$ cat src/rtl/multicycle_ctrl_if.sv
// Control/datapath bundle for the RV32I multi-cycle controller: decoder flags,
// memory handshakes, datapath enables/selects and status.
interface multicycle_ctrl_if #(
    parameter int unsigned CNT_W = 32
);
    logic             r;
    logic             load;
    logic             store;
    logic             branch;
    logic             itype;
    logic             jalr;
    logic             jal;
    logic             lui;
    logic             br_taken;
    logic             imem_ack;
    logic             dmem_ack;
    logic             imem_req;
    logic             ir_en;
    logic             dmem_req;
    logic             dmem_we;
    logic [1:0]       alu_a_sel;
    logic             alu_b_sel;
    logic             rf_we;
    logic [1:0]       wb_sel;
    logic             pc_en;
    logic [1:0]       pc_sel;
    logic             retire;
    logic [CNT_W-1:0] instret;
    logic             trap;
    logic [1:0]       trap_cause;

    modport master (
        input  r, load, store, branch, itype, jalr, jal, lui,
        input  br_taken, imem_ack, dmem_ack,
        output imem_req, ir_en, dmem_req, dmem_we, alu_a_sel, alu_b_sel,
        output rf_we, wb_sel, pc_en, pc_sel, retire, instret, trap, trap_cause
    );

    modport slave (
        output r, load, store, branch, itype, jalr, jal, lui,
        output br_taken, imem_ack, dmem_ack,
        input  imem_req, ir_en, dmem_req, dmem_we, alu_a_sel, alu_b_sel,
        input  rf_we, wb_sel, pc_en, pc_sel, retire, instret, trap, trap_cause
    );
endinterface

$ cat src/rtl/multicycle_ctrl.sv
// Multi-cycle RV32I control FSM: FETCH/DECODE/EXEC/MEM/WB sequencing with
// memory-timeout and illegal-class traps and a retired-instruction counter.
module multicycle_ctrl #(
    parameter int unsigned MEM_TIMEOUT = 15,
    parameter int unsigned CNT_W       = 32
) (
    input  logic              clk,
    input  logic              rst,
    multicycle_ctrl_if.master bus
);
    localparam int unsigned WAIT_W = 8;

    typedef enum logic [2:0] {
        FETCH  = 3'd0,
        DECODE = 3'd1,
        EXEC   = 3'd2,
        MEM    = 3'd3,
        WB     = 3'd4,
        TRAP   = 3'd5
    } state_t;

    state_t            state;
    state_t            state_nxt;
    logic [WAIT_W-1:0] wait_cnt;
    logic [WAIT_W-1:0] wait_cnt_nxt;
    logic [CNT_W-1:0]  instret;
    logic [1:0]        trap_cause;
    logic [1:0]        cause_nxt;
    logic [7:0]        flags;
    logic              timeout;
    logic [1:0]        a_sel;
    logic              b_sel;

    assign flags   = {bus.r, bus.load, bus.store, bus.branch,
                      bus.itype, bus.jalr, bus.jal, bus.lui};
    assign timeout = (wait_cnt == WAIT_W'(MEM_TIMEOUT));

    // ALU operand selects by instruction class (shared by EXEC and MEM)
    always_comb begin
        a_sel = 2'b00;
        b_sel = 1'b1;
        if (bus.r || bus.branch) b_sel = 1'b0;
        if (bus.lui)      a_sel = 2'b10;
        else if (bus.jal) a_sel = 2'b01;
    end

    always_ff @(posedge clk) begin
        if (rst) begin
            state      <= FETCH;
            wait_cnt   <= '0;
            instret    <= '0;
            trap_cause <= 2'b00;
        end else begin
            state    <= state_nxt;
            wait_cnt <= wait_cnt_nxt;
            if (bus.retire) instret <= instret + CNT_W'(1);
            if (state != TRAP && state_nxt == TRAP) trap_cause <= cause_nxt;
        end
    end

    always_comb begin
        state_nxt      = state;
        wait_cnt_nxt   = '0;
        cause_nxt      = 2'b00;
        bus.imem_req   = 1'b0;
        bus.ir_en      = 1'b0;
        bus.dmem_req   = 1'b0;
        bus.dmem_we    = 1'b0;
        bus.alu_a_sel  = 2'b00;
        bus.alu_b_sel  = 1'b0;
        bus.rf_we      = 1'b0;
        bus.wb_sel     = 2'b00;
        bus.pc_en      = 1'b0;
        bus.pc_sel     = 2'b00;
        bus.retire     = 1'b0;
        bus.trap       = 1'b0;
        bus.trap_cause = trap_cause;
        bus.instret    = instret;

        unique case (state)
            FETCH: begin
                bus.imem_req = 1'b1;
                if (bus.imem_ack) begin
                    bus.ir_en = 1'b1;
                    state_nxt = DECODE;
                end else if (timeout) begin
                    state_nxt = TRAP;
                    cause_nxt = 2'b01;
                end else begin
                    wait_cnt_nxt = wait_cnt + WAIT_W'(1);
                end
            end
            DECODE: begin
                if (!$onehot(flags)) begin
                    state_nxt = TRAP;
                    cause_nxt = 2'b10;
                end else begin
                    state_nxt = EXEC;
                end
            end
            EXEC: begin
                bus.alu_a_sel = a_sel;
                bus.alu_b_sel = b_sel;
                if (bus.branch) begin
                    bus.pc_en  = 1'b1;
                    bus.pc_sel = bus.br_taken ? 2'b01 : 2'b00;
                    bus.retire = 1'b1;
                    state_nxt  = FETCH;
                end else if (bus.load || bus.store) begin
                    state_nxt = MEM;
                end else begin
                    state_nxt = WB;
                end
            end
            MEM: begin
                bus.dmem_req  = 1'b1;
                bus.dmem_we   = bus.store;
                bus.alu_a_sel = a_sel;
                bus.alu_b_sel = b_sel;
                if (bus.dmem_ack) begin
                    if (bus.store) begin
                        bus.pc_en  = 1'b1;
                        bus.retire = 1'b1;
                        state_nxt  = FETCH;
                    end else begin
                        state_nxt = WB;
                    end
                end else if (timeout) begin
                    state_nxt = TRAP;
                    cause_nxt = 2'b01;
                end else begin
                    wait_cnt_nxt = wait_cnt + WAIT_W'(1);
                end
            end
            WB: begin
                bus.rf_we  = 1'b1;
                bus.pc_en  = 1'b1;
                bus.retire = 1'b1;
                if (bus.load)                bus.wb_sel = 2'b01;
                else if (bus.jal || bus.jalr) bus.wb_sel = 2'b10;
                if (bus.jal)       bus.pc_sel = 2'b10;
                else if (bus.jalr) bus.pc_sel = 2'b11;
                state_nxt = FETCH;
            end
            TRAP: begin
                bus.trap = 1'b1;
            end
            default: begin
                state_nxt = FETCH;
            end
        endcase

        // Reset silences every output so an abandoned instruction has no effect
        if (rst) begin
            bus.imem_req   = 1'b0;
            bus.ir_en      = 1'b0;
            bus.dmem_req   = 1'b0;
            bus.dmem_we    = 1'b0;
            bus.alu_a_sel  = 2'b00;
            bus.alu_b_sel  = 1'b0;
            bus.rf_we      = 1'b0;
            bus.wb_sel     = 2'b00;
            bus.pc_en      = 1'b0;
            bus.pc_sel     = 2'b00;
            bus.retire     = 1'b0;
            bus.trap       = 1'b0;
            bus.trap_cause = 2'b00;
            bus.instret    = '0;
        end
    end
endmodule

$ cat src/flat_wrapper.sv
// flat-port wrapper written by rule: the top's interface ports become plain ports
module multicycle_ctrl_flat 
#(
    parameter int unsigned MEM_TIMEOUT = 15,
    parameter int unsigned CNT_W       = 32
)
  (clk, rst, bus_r, bus_load, bus_store, bus_branch, bus_itype, bus_jalr, bus_jal, bus_lui, bus_br_taken, bus_imem_ack, bus_dmem_ack, bus_imem_req, bus_ir_en, bus_dmem_req, bus_dmem_we, bus_alu_a_sel, bus_alu_b_sel, bus_rf_we, bus_wb_sel, bus_pc_en, bus_pc_sel, bus_retire, bus_instret, bus_trap, bus_trap_cause);
  multicycle_ctrl_if #(.CNT_W(CNT_W)) bus_i ();
  input  logic clk;
  input  logic rst;
  input wire logic [$bits(bus_i.r)-1:0] bus_r;
  input wire logic [$bits(bus_i.load)-1:0] bus_load;
  input wire logic [$bits(bus_i.store)-1:0] bus_store;
  input wire logic [$bits(bus_i.branch)-1:0] bus_branch;
  input wire logic [$bits(bus_i.itype)-1:0] bus_itype;
  input wire logic [$bits(bus_i.jalr)-1:0] bus_jalr;
  input wire logic [$bits(bus_i.jal)-1:0] bus_jal;
  input wire logic [$bits(bus_i.lui)-1:0] bus_lui;
  input wire logic [$bits(bus_i.br_taken)-1:0] bus_br_taken;
  input wire logic [$bits(bus_i.imem_ack)-1:0] bus_imem_ack;
  input wire logic [$bits(bus_i.dmem_ack)-1:0] bus_dmem_ack;
  output wire logic [$bits(bus_i.imem_req)-1:0] bus_imem_req;
  output wire logic [$bits(bus_i.ir_en)-1:0] bus_ir_en;
  output wire logic [$bits(bus_i.dmem_req)-1:0] bus_dmem_req;
  output wire logic [$bits(bus_i.dmem_we)-1:0] bus_dmem_we;
  output wire logic [$bits(bus_i.alu_a_sel)-1:0] bus_alu_a_sel;
  output wire logic [$bits(bus_i.alu_b_sel)-1:0] bus_alu_b_sel;
  output wire logic [$bits(bus_i.rf_we)-1:0] bus_rf_we;
  output wire logic [$bits(bus_i.wb_sel)-1:0] bus_wb_sel;
  output wire logic [$bits(bus_i.pc_en)-1:0] bus_pc_en;
  output wire logic [$bits(bus_i.pc_sel)-1:0] bus_pc_sel;
  output wire logic [$bits(bus_i.retire)-1:0] bus_retire;
  output wire logic [$bits(bus_i.instret)-1:0] bus_instret;
  output wire logic [$bits(bus_i.trap)-1:0] bus_trap;
  output wire logic [$bits(bus_i.trap_cause)-1:0] bus_trap_cause;
  assign bus_i.r = bus_r;
  assign bus_i.load = bus_load;
  assign bus_i.store = bus_store;
  assign bus_i.branch = bus_branch;
  assign bus_i.itype = bus_itype;
  assign bus_i.jalr = bus_jalr;
  assign bus_i.jal = bus_jal;
  assign bus_i.lui = bus_lui;
  assign bus_i.br_taken = bus_br_taken;
  assign bus_i.imem_ack = bus_imem_ack;
  assign bus_i.dmem_ack = bus_dmem_ack;
  assign bus_imem_req = bus_i.imem_req;
  assign bus_ir_en = bus_i.ir_en;
  assign bus_dmem_req = bus_i.dmem_req;
  assign bus_dmem_we = bus_i.dmem_we;
  assign bus_alu_a_sel = bus_i.alu_a_sel;
  assign bus_alu_b_sel = bus_i.alu_b_sel;
  assign bus_rf_we = bus_i.rf_we;
  assign bus_wb_sel = bus_i.wb_sel;
  assign bus_pc_en = bus_i.pc_en;
  assign bus_pc_sel = bus_i.pc_sel;
  assign bus_retire = bus_i.retire;
  assign bus_instret = bus_i.instret;
  assign bus_trap = bus_i.trap;
  assign bus_trap_cause = bus_i.trap_cause;
  multicycle_ctrl #(.MEM_TIMEOUT(MEM_TIMEOUT), .CNT_W(CNT_W)) u_core (.clk(clk), .rst(rst), .bus(bus_i));
endmodule
$ cat config.mk
export PLATFORM = sky130hd
export DESIGN_NAME = multicycle_ctrl_flat
export DESIGN_NICKNAME = d
export VERILOG_FILES = /design/src/rtl/multicycle_ctrl_if.sv /design/src/rtl/multicycle_ctrl.sv /design/src/flat_wrapper.sv
export SDC_FILE = /design/constraint.sdc
export NUM_CORES = 1
export LEC_CHECK = 0
export ABC_CLOCK_PERIOD_IN_PS = 4630
export CORE_MARGIN = 4
export CORE_UTILIZATION = 45
export DETAILED_ROUTE_END_ITERATION = 10
export MAX_ROUTING_LAYER = met4
export PLACE_DENSITY = 0.82
export SLEW_MARGIN = 5
export SYNTH_ARGS = -nofsm -noshare
export SYNTH_HDL_FRONTEND = slang
export SYNTH_SLANG_ARGS = --single-unit
$ cat constraint.sdc
create_clock -name clk -period 4.63 [get_ports clk]
set_input_delay 1.1575 -clock clk [delete_from_list [all_inputs] [get_ports clk]]
set_output_delay 1.1575 -clock clk [all_outputs]
set_load 0.05 [all_outputs]
* After elaboration in Yosys (flattened, before gate mapping) *
Index checks and enable logic that the tools add are counted.

word-level totals
  memories = 0
  logic and storage cells = 82
  output and inout bits = 49
  bits in read-only memories = 0
  bits in registers = 45
  latch bits = 0
  RAM bits = 0

cells by class
  $lt $le $gt $ge = 0
  shifts and indexed selects = 0
  add/sub/neg operators = 9
  divide/modulo/power cells = 0
  equal/unequal tests = 9
  multiply operators = 0
  bitwise gates (word level) = 0
  reductions and logical operators = 6
  muxes and demuxes = 54

operators by type and width
  operator                                                               count
  32-bit by 1-bit adder with 32-bit output, second input constant        1
  32-bit two-way mux                                                     1
  2-bit two-way mux                                                      14
  1-bit two-way mux                                                      24
  8-bit two-way mux                                                      3
  3-bit two-way mux                                                      7
  8-bit case mux with 2 select lines                                     1
  3-bit case mux with 5 select lines                                     1
  4-bit adder                                                            3
  3-bit equality test, second input constant                             3
  1-bit by 1-bit adder with 2-bit output                                 4
  8-bit by 1-bit adder with 8-bit output, second input constant          1
  8-bit by 4-bit equality test with 1-bit output, second input constant  1
  3-bit by 2-bit equality test with 1-bit output, second input constant  2
  2-bit case mux with 3 select lines                                     1
  4-bit by 1-bit equality test with 1-bit output, second input constant  1
  2-bit case mux with 2 select lines                                     1
  3-bit by 1-bit equality test with 1-bit output, second input constant  1
  3-bit logical NOT                                                      1
  1-bit logical OR                                                       3
  3-bit inequality test, second input constant                           1
  1-bit case mux with 3 select lines                                     1
  2-bit OR reduction                                                     1
  1-bit logical AND                                                      1

* Longest topological paths before layout *
Gate-level depths: netlist of run 1.

  depth after elaboration = 8
  gate-level depth with buffers = 12
  depth with buffers taken out = 12

* Worst setup path before layout of run 1 *
No wires, ideal clock.

  path kind = input to output
  start = input rst
  end = output bus_wb_sel[1]
  arrival = 4.279 ns
  slack = -0.807 ns
  required time = 3.473 ns
  cell stages on the path = 4
  cells stage by stage = clkbuf_1 nor4_1 o21a_1 nor2b_1

between the ends
  cells in the longest elaborated chain, start to end = 1

ends and longest elaborated chain
  what                RTL line                RTL
  start: declaration  flat_wrapper.sv:10      input logic rst;
  2-bit two-way mux   multicycle_ctrl.sv:154  if (rst) begin
  end: declaration    flat_wrapper.sv:29      output wire logic [$bits(bus_i.wb_sel)-1:0] bus_wb_sel;

No other way between the ends.

* Worst setup path after layout of run 1 *
  start = input bus_jal
  end = register u_core.trap_cause[0]

between the ends
  cells in the longest elaborated chain, start to end = 8

ends and longest elaborated chain
  what                                                          RTL line               RTL
  start: declaration                                            flat_wrapper.sv:17     input wire logic [$bits(bus_i.jal)-1:0] bus_jal;
  1-bit by 1-bit adder with 2-bit output (not written as such)  multicycle_ctrl.sv:94  if (!$onehot(flags)) begin
  4-bit adder (not written as such) (2 in series)               multicycle_ctrl.sv:94
  4-bit by 1-bit equality test with 1-bit output                multicycle_ctrl.sv:94
  3-bit two-way mux                                             multicycle_ctrl.sv:94
  3-bit case mux with 5 select lines                            multicycle_ctrl.sv:80  unique case (state)
  3-bit equality test                                           multicycle_ctrl.sv:57  if (state != TRAP && state_nxt == TRAP) trap_cause <= cause_nxt;
  1-bit logical AND                                             multicycle_ctrl.sv:57
  end signal: assignment                                        multicycle_ctrl.sv:57
  end: declaration                                              multicycle_ctrl.sv:27  logic [1:0] trap_cause;

No other way between the ends.
A chain may end at the register's enable or synchronous reset.

==> qor_table.md, run 1 <==
| Metric | Value | Unit |
|:---|:---|:---|
| Result of the run | complete, no violations | - |
| Largest net degree at the start of global routing | 46 | - |
| RR Endpoint | u_core.instret[20] | - |
| Data required time at the worst endpoint | 4.82 | ns |
| Critical Setup Path Class | input pin to flip-flop | - |
| Cell with the biggest individual delay on the critical path | fa_1 | - |
| Worst-case clock buffer depth | 2 | - |
| Launching instance or port of the critical path | bus_jal | - |
| Post-synthesis cell count | 338 | - |
| Violation count after the first detailed-route iteration | 177 | - |
| Post-layout instance area | 3660 | µm² |
| CTS tree | built | - |
| Final #Nets | 425 | - |
| Total of flip-flops plus latches after synthesis | 45 | - |
| Initial core utilization | 46.45 | % |
| Latest clock arrival within the worst-skew pair | 0.29 | ns |
| Class of the worst hold path | flip-flop to flip-flop | - |
| ANT cells | 0 | - |
| Worst slew pin tran | 0.8881 | ns |
| Min Tclk post-route | 4.451 | ns |
| CTS buffer count | 5 | - |
| Total global routing track utilization | 19.03 | % |
| Chip width | 86.18 | µm |
| Post-detailed-placement cell area | 3488 | µm² |
| CP peak stage delay | 0.56 | ns |
| Cell family with the largest share of critical-path delay | adder cells | - |
| Synth-to-layout area growth | 33.08 | % |
| Most common cell after layout, fill and taps aside | clkdlybuf4s50_1 | - |
| CP endpoint kind | flip-flop | - |
| Tcrit/Tclk final | 96.13 | % |
| Count of final max-slew check failures | 0 | - |
| Detailed Routing Iterations Pass 1 | 4 | - |
| Initial antenna violation count | 0 | - |
| Total power | 0.0009098 | W |
| Area of the core | 5921 | µm² |
| Max IR drop VDD | 173.7 | µV |
| Layout cell share with drive strength beyond 1 | 11.03 | % |
| Die height | 86.18 | µm |
| H-tree levels | 2 | - |
| DR DRC count | 0 | - |
| HPWL Detailed | 4915 | µm |
| Depth of the worst register-to-register path | 6 | - |
| Root Driver | clkbuf_8 | - |
| List of cells traversed by the critical path | dlymetal6s2s_1 -> ha_2 -> fa_1 -> inv_2 -> fa_1 -> inv_1 -> ha_2 -> fa_1 -> nor4b_4 -> a21oi_2 -> a2111oi_4 -> buf_4 -> a211oi_1 -> o21a_1 | - |
| Via count of the routed design | 2614 | - |
| Syn. warnings | 0 | - |
| Critical path capture point | u_core.trap_cause[0] | - |
| Critical Path AT | 4.64 | ns |
| Top flip-flop cell by instance count after synthesis | dfxtp_1 | - |
| Number of max-cap violations | 0 | - |
| Final ANT Viol Nets | 0 | - |
| Setup-violating endpoint count in the final report | 0 | - |
| Combined buffer and inverter count along the critical path | 4 | - |
| DR vias/cell | 5.515 | - |
| Critical-path maximum fanout | 3 | - |
| Worst path most repeated cell | fa_1 | - |
| Netlist cell types | 49 | - |
| Die area | 7426 | µm² |
| Total congestion overflow | 0 | - |
| Post-synthesis net count | 364 | - |
| Number of global-route vias before repair | 2427 | - |
| Final routed wirelength across all metal layers | 6680 | µm |
| Beginning of the worst register-to-register path | u_core.state[0] | - |
| Register-to-register setup slack | 2.13 | ns |
| Post-Syn Area | 2750 | µm² |
| Setup Skew | 0.006085 | ns |
| Setup repair after global routing missed its margin | no | - |
| Synthesized area divided by synthesized cell count | 8.137 | µm² |
| EDFF count, synth | 0 | - |
| Leakage power figure | 1.351 | nW |
| Achievable frequency | 0.2247 | GHz |
| Power per Cell Area | 248.6 | nW/µm² |
| Share of the yosys chip area belonging to registers | 32.76 | % |
| Headroom to the max-slew limit | 40.53 | % |
| Worst path depth | 14 | - |
| Number of hold-slack violations in the final timing report | 0 | - |
| Share of async-settable or async-resettable flops after synthesis | 0 | % |
| Clock slew at reported path FFs | 0.07 | ns |
| IO Pins | 62 | - |
| Most used cells in the layout excluding fill and tap cells | clkdlybuf4s50_1 (52), dfxtp_1 (45), nor2_1 (41), nor2b_1 (33), nand2_1 (17) | - |
| Site Rows | 28 | - |
| Clock sink count | 45 | - |
| Detail-routed net length per standard cell | 14.09 | µm |
| Crit path launch type | input pin | - |
| Global-route wire length before repair | 11270 | µm |
| Number of port buffers | 61 | - |
| Weighted congestion at the end of routability-driven global placement | 0.8653 | - |
-- Yosys cell counts, types with 5 or more instances --
cell type  count  area share, %
ha_1           9            4.1
o2111ai_1      5            1.6
nor4_1         5            1.1
nand2b_1       5            1.1
nor2_1        41            5.6
a21oi_1       15            2.7
clkbuf_1       9            1.2
nand3_1       12            2.2
o21ai_0       13            2.4
nand2_1       17            2.3
or4_1          8            2.2
nand4_1        5            1.1
dfxtp_1       45             33
inv_1         14            1.9
xnor2_1        7            2.2
o31ai_1        8            2.2
mux2_2         6            2.5
nor3_1        10            1.8
or3_1          7            1.6
nor2b_1       33            7.5
xor2_1        11            3.5
-- cell families after synthesis --
kind of cell | share of synthesized area (%)
buffers and inverters | 5.368
xor gates and xnor gates | 5.732
adders and majority gates | 7.007
DFF | 32.76
and+or+nand+nor | 32.89
muxes | 2.457
AOI/OAI and AO/OA | 13.79
-- sequential cells by signal, summed over array words and instances, names as in the netlist --
| signal | flops |
|---|---|
| u_core.instret | 32 |
| u_core.state | 3 |
| u_core.trap_cause | 2 |
| u_core.wait_cnt | 8 |
-- power breakdown --
group	switching [W]	internal, W	leakage [nW]
sequential	0.0000233	0.000399	0.363
combinational	0.000140	0.000111	0.944
clock	0.000118	0.000118	0.0443
-- layout make-up --
cell class	instances	area (µm²)
tap	75	93.84
timing repair buffer	73	743.2
clock buffer	7	86.33
sequential	45	900.9
fill	480	2261
multi-input combinational	259	1779
inverter	15	56.30
-- per-layer routing --
metal	vias to the layer above	share of wire [%]	track usage, %
met5	-	0	-
met4	0	0.96	4.249
met3	7	4.3	2.757
met2	64	50	31.81
met1	1230	44	24.53
li1	1313	-	-
-- metrics by stage --
stage | util, % | worst slack [ns] | std cells | hold slack, ns | TNS [ns]
after floorplan | - | 0.03923 | 338 | 0.4175 | 0
after global placement | 58.92 | -0.2871 | 466 | 0.4296 | -0.7760
after detailed placement | 58.92 | -0.5820 | 466 | 0.4369 | -1.863
after CTS | 60.59 | 0.006403 | 473 | 0.4547 | 0
after global routing | 61.81 | 0.03883 | 474 | 0.4734 | 0
final | 61.81 | 0.1791 | 474 | 0.4481 | 0
-- how the worst min path moves through the flow --
stage	endpoint	cells past startpoint	slack, ns	start
floorplan	u_core.wait_cnt[0]	1	0.42	u_core.wait_cnt[0]
CTS	u_core.wait_cnt[0]	1	0.45	u_core.wait_cnt[0]
global placement	u_core.wait_cnt[0]	1	0.43	u_core.wait_cnt[0]
finish	u_core.wait_cnt[0]	1	0.45	u_core.wait_cnt[0]
detailed placement	u_core.wait_cnt[0]	1	0.44	u_core.wait_cnt[0]
global route	u_core.wait_cnt[0]	1	0.47	u_core.wait_cnt[0]
-- repair_timing --
action / 4_1_cts / 5_1_grt
setup buffers: 0 / 1
gates resized for setup: 3 / 16
setup endpoints to repair: 3 / 3
hold buffers: 0 / 0
pin swaps: 0 / 8
Note: power is estimated with default switching activity, not from simulation.
==> run 2: changes to the inputs <==
--- a/config.mk
+++ b/config.mk
@@ -5,12 +5,14 @@
 export SDC_FILE = /design/constraint.sdc
 export NUM_CORES = 1
 export LEC_CHECK = 0
+export ABC_AREA = 1
 export ABC_CLOCK_PERIOD_IN_PS = 4630
 export CORE_MARGIN = 4
 export CORE_UTILIZATION = 45
+export CTS_BUF_LIST = sky130_fd_sc_hd__clkbuf_2
 export DETAILED_ROUTE_END_ITERATION = 10
 export MAX_ROUTING_LAYER = met4
-export PLACE_DENSITY = 0.82
+export PLACE_DENSITY = 0.8
 export SLEW_MARGIN = 5
 export SYNTH_ARGS = -nofsm -noshare
 export SYNTH_HDL_FRONTEND = slang
==> run 2 against run 1 <==
  * Register-to-register slack better by 0.58 ns
  * Synthesized cell count up 56%
  * Clock power down 6%
  * Via count up 32%
  * Sequential cell count unchanged
  * Power up 4.9%
  * Utilization down 4.4 points
  * Non-clock buffer count down 7
  * Critical path type unchanged
  * Highest routed layer unchanged
==> qor_table.md, run 2 <==
| Metric | Value | Unit | vs previous |
|:---|:---|:---|:---|
| Number of placed instances, taps included | 678 | - | was 466 |
| Post-Route Hold Slack | 0.4607 | ns | was 0.4481 ns |
| Most common cell after layout, fill and taps aside | nand2_1 | - | was clkdlybuf4s50_1 |
| Worst path most repeated cell | nand2_1 | - | was fa_1 |
| Commonest cells in the synthesized netlist | nand2_1 (148), nor2_1 (127), inv_1 (69) | - | was dfxtp_1 (45), nor2_1 (41), nor2b_1 (33) |
| Reg area | 900.9 | µm² | unchanged |
| CTS tree | built | - | unchanged |
| Tcrit/Tclk final | 88.31 | % | was 96.13% |
| Worst-case clock buffer depth | 2 | - | unchanged |
| Number of hold-slack violations in the final timing report | 0 | - | unchanged |
| Headroom to the max-slew limit | 64.47 | % | was 40.53% |
| Achievable frequency | 0.2446 | GHz | was 0.2247 GHz |
| Cell with the biggest individual delay on the critical path | fa_1 | - | unchanged |
| Cell family with the largest share of critical-path delay | adder cells | - | unchanged |
| Synthesized area divided by synthesized cell count | 5.979 | µm² | was 8.137 µm² |
| Count leader, synth | nand2_1 | - | was dfxtp_1 |
| Met2 Track Usage GR | 33.23 | % | was 31.81% |
| Setup-violating endpoint count in the final report | 0 | - | unchanged |
| Final #Nets | 615 | - | was 425 |
| DR DRC count | 0 | - | unchanged |
| HPWL Detailed | 6641 | µm | was 4915 µm |
| Count of cells resized by post-cts repair | 0 | - | was 3 |
| Number of port buffers | 61 | - | unchanged |
| Via count of the routed design | 3448 | - | was 2614 |
| Crit path launch type | input pin | - | unchanged |
| Total congestion overflow | 0 | - | unchanged |
| Final routed wirelength across all metal layers | 8369 | µm | was 6680 µm |
| Violation count after the first detailed-route iteration | 204 | - | was 177 |
| Syn. warnings | 0 | - | unchanged |
| Clock sink count | 45 | - | unchanged |
| Data required time at the worst endpoint | 4.97 | ns | was 4.82 ns |
| Min Tclk post-route | 4.089 | ns | was 4.451 ns |
| Detailed Routing Iterations Pass 1 | 5 | - | was 4 |
| Setup repair after global routing missed its margin | no | - | unchanged |
| CP endpoint kind | flip-flop | - | unchanged |
| Register-to-register setup slack | 2.71 | ns | was 2.13 ns |
| Number of setup buffers added after CTS | 0 | - | unchanged |
| DR vias/cell | 5.034 | - | was 5.515 |
| Final ANT Viol Nets | 0 | - | unchanged |
| Registers with the most flip-flops | u_core.instret: 32 flops, u_core.wait_cnt: 8 flops, u_core.state: 3 flops | - | unchanged |
| Most used cells in the layout excluding fill and tap cells | nand2_1 (148), nor2_1 (127), inv_1 (69), clkdlybuf4s50_1 (57), dfxtp_1 (45) | - | was clkdlybuf4s50_1 (52), dfxtp_1 (45), nor2_1 (41), nor2b_1 (33), nand2_1 (17) |
| Cell types occupying the most area after synthesis | dfxtp_1 (29%), nand2_1 (18%), nor2_1 (15%), inv_1 (8.2%), nand3_1 (3.8%) | - | was dfxtp_1 (33%), nor2b_1 (7.5%), nor2_1 (5.6%), ha_1 (4.1%), xor2_1 (3.5%) |
| Synth-to-layout area growth | 23.54 | % | was 33.08% |
| Total of flip-flops plus latches after synthesis | 45 | - | unchanged |
| Depth of the worst register-to-register path | 9 | - | was 6 |
| Total global routing track utilization | 20.55 | % | was 19.03% |
| Post-synthesis cell count | 528 | - | was 338 |
| Global-route wire length before repair | 13890 | µm | was 11270 µm |
| Critical-path maximum fanout | 2 | - | was 3 |
| Layer with the highest usage | met2 | - | unchanged |
| Max IR drop VDD | 182.5 | µV | was 173.7 µV |
| List of cells traversed by the critical path | clkdlybuf4s50_1 -> inv_1 -> ha_1 -> fa_1 -> fa_1 -> inv_1 -> ha_1 -> fa_1 -> nor2_1 -> nand2_1 -> nand2_1 -> nand2_1 -> nor2_1 -> a21oi_1 -> nand2_1 -> a21oi_1 | - | was dlymetal6s2s_1 -> ha_2 -> fa_1 -> inv_2 -> fa_1 -> inv_1 -> ha_2 -> fa_1 -> nor4b_4 -> a21oi_2 -> a2111oi_4 -> buf_4 -> a211oi_1 -> o21a_1 |
| Launching instance or port of the critical path | bus_lui | - | was bus_jal |
| Die height | 91.76 | µm | was 86.18 µm |
| Cts hold-fix bufs | 0 | - | unchanged |
| Area of the core | 6794 | µm² | was 5921 µm² |
| Number of max-cap violations | 0 | - | unchanged |
| Class of the worst hold path | flip-flop to flip-flop | - | unchanged |
| Share of async-settable or async-resettable flops after synthesis | 0 | % | unchanged |
| Result of the run | complete, no violations | - | unchanged |
| Number of global-route vias before repair | 3101 | - | was 2427 |
| Post-Syn Area | 3157 | µm² | was 2750 µm² |
| Die area | 8419 | µm² | was 7426 µm² |
| Detail-routed net length per standard cell | 12.22 | µm | was 14.09 µm |
| Critical Setup Path Class | input pin to flip-flop | - | unchanged |
| Netlist cell types | 37 | - | was 49 |
| Beginning of the worst register-to-register path | u_core.instret[0] | - | was u_core.state[0] |
| ANT cells | 0 | - | unchanged |
| Latest clock arrival within the worst-skew pair | 0.43 | ns | was 0.29 ns |
| Top flip-flop cell by instance count after synthesis | dfxtp_1 | - | unchanged |
| Initial core utilization | 46.46 | % | was 46.45% |
| Leakage power figure | 1.474 | nW | was 1.351 nW |
| EDFF count, synth | 0 | - | unchanged |
| Worst path depth | 16 | - | was 14 |
| Routing usage on met3 | 2.953 | % | was 2.757% |
| Root Driver | clkbuf_2 | - | was clkbuf_8 |
| Worst slew pin tran | 0.5313 | ns | was 0.8881 ns |
| Largest reg by FF count | u_core.instret | - | unchanged |
| CP peak stage delay | 0.51 | ns | was 0.56 ns |
| Sum Neg Setup Slack | 0 | ns | unchanged |
| Post-synthesis net count | 554 | - | was 364 |
| Met1 GRT Util | 26.84 | % | was 24.53% |
| Power per Cell Area | 244.6 | nW/µm² | was 248.6 nW/µm² |
| Largest net degree at the start of global routing | 30 | - | was 46 |
| Clock slew at reported path FFs | 0.23 | ns | was 0.07 ns |
| Combined buffer and inverter count along the critical path | 3 | - | was 4 |
| Layout cell share with drive strength beyond 1 | 6.791 | % | was 11.03% |
| Critical path capture point | u_core.trap_cause[1] | - | was u_core.trap_cause[0] |
| Multi-input combinational cell area | 1904 | µm² | was 1779 µm² |
| CTS buffer count | 5 | - | unchanged |
| Final Instance Count excl. Fillers | 685 | - | was 474 |
| Initial antenna violation count | 0 | - | unchanged |
| RR Endpoint | u_core.instret[16] | - | was u_core.instret[20] |
| Chip width | 91.76 | µm | was 86.18 µm |
| Site Rows | 30 | - | was 28 |
| Number of fill cells in the layout | 696 | - | was 480 |
| Share of the yosys chip area belonging to registers | 28.54 | % | was 32.76% |
| Critical Path AT | 4.43 | ns | was 4.64 ns |
| IO Pins | 62 | - | unchanged |
| Weighted congestion at the end of routability-driven global placement | 0.9103 | - | was 0.8653 |
| Flip-flop count of the largest register after layout | 32 | - | unchanged |
| H-tree levels | 2 | - | unchanged |
| Dominant cell type by area after synthesis | dfxtp_1 | - | unchanged |
| Count of final max-slew check failures | 0 | - | unchanged |
| Setup Skew | 0.02592 | ns | was 0.006085 ns |
| Top-area cell type share of the netlist area | 28.54 | % | was 32.76% |
[run 2: cell count changes in the layout (fill, tap and decap cells not counted), sizes merged, moves of 13 or more]
cell / before / now
nand2: 17 / 152
inv: 15 / 73
nor2b: 33 / 0
a21oi: 15 / 29
nand3: 12 / 25
nor2: 41 / 131
[run 2: layout make-up]
class | instances | area share, %
repair buffers | 66 | 16.30
clock inverters | 2 | 0.8983
well taps | 96 | 3.080
flip-flops and latches | 45 | 23.10
multi-input cells | 398 | 48.83
inverters | 73 | 7.154
clock buffers | 5 | 0.6416
[run 2: through the flow]
stage	cell area [µm²]	utilization [%]	total power (W)	setup slack (ns)
after floorplan	3157	-	0.0006593	0.2218
after global placement	3840	56.52	0.0007344	0.1852
after detailed placement	3840	56.52	0.0007394	0.09828
after CTS	3900	57.40	0.0009582	0.5752
after global routing	3900	57.40	0.001005	0.3906
final	3900	57.40	0.0009540	0.5411
[run 2: kinds of logic after synthesis]
logic type	count (synthesis)	synth area share, %
xor+xnor	7	1.942
flops	45	28.54
buf+inv	85	11.14
simple gates	332	43.68
compound gates	46	8.601
fa+ha+maj	13	6.104
[run 2: routing by layer]
| layer | vias to the layer above | share of wire (%) |
|---|---|---|
| li1 | 1746 | - |
| met1 | 1577 | 47 |
| met2 | 115 | 47 |
| met3 | 10 | 5.5 |
| met4 | 0 | 1.1 |
| met5 | - | 0 |
[run 2: worst min-delay path by stage]
stage,depth (start not counted),to,slack [ns],from
after floorplan,1,u_core.wait_cnt[0],0.41,u_core.wait_cnt[0]
after global placement,1,u_core.wait_cnt[0],0.42,u_core.wait_cnt[0]
after detailed placement,1,u_core.wait_cnt[0],0.43,u_core.wait_cnt[0]
after CTS,1,u_core.wait_cnt[0],0.46,u_core.wait_cnt[0]
after global routing,1,u_core.wait_cnt[0],0.49,u_core.wait_cnt[0]
final,1,u_core.wait_cnt[0],0.46,u_core.wait_cnt[0]
[run 2: worst register-to-register path, stage by stage (launching register included)]
cell     delay, ns
dfxtp_1       0.44
ha_1          0.28
inv_1         0.10
nor2_1        0.25
nand3_1       0.20
nor2_1        0.25
and3_1        0.21
nand2_1       0.05
o21ai_0       0.06
inv_1         0.06
[run 2: power by group]
part	switching, W	internal [W]
combinational	0.000211	0.0000950
clock	0.000134	0.0000875
sequential	0.0000205	0.000406
total	0.000365	0.000589
==> run 3: changes to the inputs <==
--- a/config.mk
+++ b/config.mk
@@ -13,6 +13,7 @@
 export DETAILED_ROUTE_END_ITERATION = 10
 export MAX_ROUTING_LAYER = met4
 export PLACE_DENSITY = 0.8
+export SETUP_SLACK_MARGIN = 0.02
 export SLEW_MARGIN = 5
 export SYNTH_ARGS = -nofsm -noshare
 export SYNTH_HDL_FRONTEND = slang
==> results of run 3 <==
No change in the layout: final DEF, timing and power equal those of run 2.
